$ cat config.mk
export PLATFORM = sky130hd
export DESIGN_NAME = serial_adder_ctrl
export DESIGN_NICKNAME = d
export VERILOG_FILES = /design/src/rtl/serial_adder_ctrl.sv
export SDC_FILE = /design/constraint.sdc
export NUM_CORES = 1
export LEC_CHECK = 0
export CAP_MARGIN = 15
export CORE_MARGIN = 2
export CORE_UTILIZATION = 55
export DETAILED_ROUTE_END_ITERATION = 10
export GPL_TIMING_DRIVEN = 0
export PLACE_DENSITY = 0.83
export SYNTH_ARGS = -nofsm -noshare
export SYNTH_HDL_FRONTEND = slang
export SYNTH_SLANG_ARGS = --single-unit
$ cat constraint.sdc
create_clock -name clk -period 1.7 [get_ports clk]
set_input_delay 0.425 -clock clk [delete_from_list [all_inputs] [get_ports clk]]
set_output_delay 0.425 -clock clk [all_outputs]
set_load 0.005 [all_outputs]
$ cat src/rtl/serial_adder_ctrl.sv
// serial_adder_ctrl: N-bit unsigned adder that works one bit per clock, LSB first.
// All bits go through a single 1-bit full adder (FA).
//
// Ports:
//   clk        rising-edge clock
//   rst_n      synchronous active-low reset
//   start      begin an addition (sampled only in IDLE)
//   op_a/op_b  N-bit operands, captured on an accepted start
//   carry_in   initial carry, captured on an accepted start
//   busy       high for the N RUN cycles
//   done       one-cycle pulse when sum/carry_out are updated
//   sum        registered result of the last completed addition
//   carry_out  registered final carry of the last completed addition
//
// FA: 1-bit full adder.
//   a, b   operand bits
//   ripin  carry in
//   c      sum bit
//   ripout carry out

module FA (
  input  logic a,
  input  logic b,
  input  logic ripin,
  output logic c,
  output logic ripout
);
  assign c      = a ^ b ^ ripin;
  assign ripout = (a & b) | (ripin & (a ^ b));
endmodule

module serial_adder_ctrl #(
  parameter int N = 8
) (
  input  logic         clk,
  input  logic         rst_n,
  input  logic         start,
  input  logic [N-1:0] op_a,
  input  logic [N-1:0] op_b,
  input  logic         carry_in,
  output logic         busy,
  output logic         done,
  output logic [N-1:0] sum,
  output logic         carry_out
);
  // Wide enough to hold N, so the counter never wraps during an operation.
  localparam int CW = $clog2(N + 1);

  typedef enum logic [1:0] {
    IDLE = 2'd0,
    RUN  = 2'd1,
    DONE = 2'd2
  } state_t;

  state_t         state, state_nxt;
  logic [N-1:0]   a_sh, b_sh, ps, ps_nxt;
  logic           cy;
  logic [CW-1:0]  cnt;
  logic           fa_s, fa_c;
  logic           last;

  FA u_fa (
    .a      (a_sh[0]),
    .b      (b_sh[0]),
    .ripin  (cy),
    .c      (fa_s),
    .ripout (fa_c)
  );

  // The counter holds the number of bits already processed.
  // The Nth bit is processed when the counter reads N-1.
  assign last   = (cnt == CW'(N - 1));
  // The new sum bit enters at the MSB. After N shifts, bit 0 holds the LSB.
  assign ps_nxt = {fa_s, {(N-1){1'b0}}} | (ps >> 1);

  always_ff @(posedge clk) begin
    if (!rst_n) state <= IDLE;
    else        state <= state_nxt;
  end

  always_comb begin
    state_nxt = state;
    busy      = 1'b0;
    done      = 1'b0;
    case (state)
      IDLE: if (start) state_nxt = RUN;
      RUN: begin
        busy = 1'b1;
        if (last) state_nxt = DONE;
      end
      DONE: begin
        done      = 1'b1;
        state_nxt = IDLE;
      end
      default: state_nxt = IDLE;
    endcase
  end

  always_ff @(posedge clk) begin
    if (!rst_n) begin
      a_sh      <= '0;
      b_sh      <= '0;
      ps        <= '0;
      cy        <= 1'b0;
      cnt       <= '0;
      sum       <= '0;
      carry_out <= 1'b0;
    end else begin
      case (state)
        IDLE: if (start) begin
          a_sh <= op_a;
          b_sh <= op_b;
          cy   <= carry_in;
          cnt  <= '0;
        end
        RUN: begin
          a_sh <= a_sh >> 1;
          b_sh <= b_sh >> 1;
          ps   <= ps_nxt;
          cy   <= fa_c;
          cnt  <= cnt + 1'b1;
          if (last) begin
            sum       <= ps_nxt;
            carry_out <= fa_c;
          end
        end
        default: ;
      endcase
    end
  end
endmodule

==> metrics.csv <==
stage,metric,value,unit
finish,# nets final,257,
routing,WL per Instance,15.0,um
die,io pins,31,
worst_setup_path,type of origin of the critical path,flop,
place,Final Wtd Congestion,0.843,
synthesis,Syn Inst Count,196,
timing,RSZ-0062 raised after global routing,false,
timing,Worst Skew,10.8,ps
worst_setup_path,"critical path, cell by cell",clkdlybuf4s50_1,
synthesis,register area share after synthesis,45.4,%
routing,Routed Wire Length,4.05,mm
clock_network,clk slew on worst S/H paths,130,ps
timing,final period utilization,97.5,%
worst_setup_path,buffers and inverters on the worst path,1,
timing,"Slew Viols, Final",0,
grt,largest net degree at the start of global routing,16,
grt,global route overflow,0,
timing,fmax,0.604,GHz
power,Pwr Density,863,nW/um2
timing,min cycle time layout,1660,ps
timing,final hold violation count,0,
die,die area,3590,um2
worst_hold_path,Hold Crit Depth,3,
finish,Final Util,72.3,%
finish,antenna cells,0,
synthesis,synthesized net count,218,
clock_network,# hold bufs at CTS,0,
worst_setup_path,kind of critical path,flop to primary output,
synthesis,cell taking the most area after synthesis,dfxtp_1,
power,Peak VDD IR,585,uV
synthesis,Synth Register Bits,39,
worst_setup_path,CP Capture Type,primary output,
routing,# DRC,0,
die,Die Wd,59.9,um
finish,Filler Cells Inserted,245,
die,# rows,20,
clock_network,clock tree buffer depth,2,
clock_network,CTS tree,yes,
routing,Initial DRC Count,86,
synthesis,post-synth top area share,45.4,%
worst_setup_path,R2R depth,6,
routing,via-per-instance ratio,6.06,
worst_hold_path,Hold/Removal Path Class,input pin to flop,
place,port bufs,29,
timing,endpoints failing setup,0,
power,Leakage,0.778,nW
clock_network,H-tree depth,2,
grt,antenna violations before repair,0,
finish,Post-Layout Cell Count,269,
clock_network,clock root buffer,clkbuf_4,
routing,ANT nets after route,0,
grt,GRT Util Overall,25.5,%
worst_setup_path,CP Data Required Time,1270,ps
die,die height,59.9,um
place,Placed Cells incl. Taps,258,
grt,vias in the first global route,1523,
finish,layout cells sized above 1,14.4,%
timing,setup TNS,0,ps
synthesis,Synth area leaders,"dfxtp_1 45%, nand2_1 7.6%, o221ai_1 7.6%",
grt,first-pass GRT wire length,6.86,mm
worst_setup_path,critical path depth,1,
synthesis,Synth cell types,31,
place,HPWL Detailed,2.78,mm
worst_setup_path,crit path DAT,1230,ps
worst_setup_path,Critical-path top delay cell,clkdlybuf4s50_1,
clock_network,CTS Sinks,39,
run,Max-Cap Viols,0,
routing,DRT Pass-1 Iters,4,
synthesis,Yosys Warn Count,0,
timing,Slew headroom,69.2,%
die,Core Area,3000,um2
worst_setup_path,Crit path max-delay family,buffers and inverters,
place,placed instance area,2050,um2
timing,Tightest Pin Transition,461,ps
routing,via count,1629,
clock_network,clock insertion delay at the later pin of the skew report,370,ps
synthesis,Mapped Area,1720,um2
finish,Syn-to-layout area delta,26.3,%
synthesis,syn_area_per_cell,8.76,um2
clock_network,CTS buffer count,5,
die,initial core utilization,57.2,%
outcome,status,finished clean,
worst_setup_path,"Largest stage delay, worst path",510,ps
worst_setup_path,maximum net fanout on the critical path,2,
finish,design area,2170,um2
[synth_stat cells (all sizes together)]
cell and number:
nor2b 1, nor3 1, clkbuf 7, nor3b 1, or3 1, a31oi 1
nor4 1, nor2 5, o21ai 12, fa 1, dfxtp 39, o21bai 1
nand3 2, or3b 11, a211oi 1, mux2i 10, ha 1, o221ai 15
nand2b 2, nand2 35, a22oi 1, inv 8, a32o 2, a21oi 23
buf 8, o22ai 6
[where the power goes]
part,internal [mW],switching (mW)
clock,0.317,0.341
sequential,0.954,0.0367
combinational,0.110,0.113
total,1.38,0.491
[area by class of cell]
cell class	instances	area [um2]	area share (%)
multi-input cells	134	831	38.3
flip-flops and latches	39	790	36.4
repair buffers	33	310	14.3
plain buffers	14	71.3	3.29
clock inverters	3	47.5	2.19
inverters	8	41.3	1.90
well taps	33	41.3	1.90
clock buffers	5	37.5	1.73
[worst paths after layout]
check | start | to | slack (ps)
hold / removal | rst_n | b_sh[0] | 380
hold reg to reg | ps[1] | ps[1] | 470
setup / recovery | sum[0] | sum[0] | 40
setup reg to reg | state[1] | a_sh[4] | 170
[sequential cells by signal, summed over array words and instances (netlist names)]
name / count
a_sh: 8
b_sh: 8
sum: 8
ps: 7
cnt: 4
state: 2
carry_out: 1
cy: 1
[layout by cell type, fill, tap and decap left out, types with 2 or more instances in the layout]
cell type,count
clkbuf_1,6
o22ai_1,6
inv_1,6
o221ai_1,15
o21ai_0,12
dfxtp_4,2
nand2_1,35
a32o_1,2
a21oi_1,23
dfxtp_1,36
or3b_1,5
buf_2,5
buf_4,5
mux2i_1,10
clkbuf_4,5
nand3_1,2
nor2_1,5
nand2b_1,2
or3b_2,6
clkdlybuf4s50_1,27
clkbuf_2,3
[metal layers]
metal | up-vias | global-route usage [%] | wire, um
met5 | - | 0 | 0
met4 | 0 | 12.4 | 110
met3 | 13 | 6.28 | 293
met2 | 60 | 40.7 | 1950
met1 | 764 | 32.0 | 1690
li1 | 792 | - | -
[cells by family (layout without fill, tap and decap cells)]
| group | count (synthesis) | after routing | share of synthesized area [%] |
|---|---|---|---|
| and+or+nand+nor | 60 | 60 | 17.8 |
| adders and majority gates | 2 | 2 | 1.89 |
| buffers and inverters | 23 | 63 | 6.19 |
| DFF | 39 | 39 | 45.4 |
| muxes | 10 | 10 | 5.83 |
| AOI/OAI and AO/OA | 62 | 62 | 22.9 |
[metrics by stage]
step	hold WS [ps]	worst slack [ps]	power [mW]
global route	389	1.37	1.94
detailed placement	448	-192	1.23
global placement	442	-193	1.21
CTS	372	1.54	1.88
floorplan	437	446	1.14
finish	377	43.3	1.87
[what timing repair did]
action	4_1_cts	5_1_grt
resized for setup	11	4
endpoints found under the setup margin	2	3
setup buffers	4	0
Power figures use the tool's default switching activity.
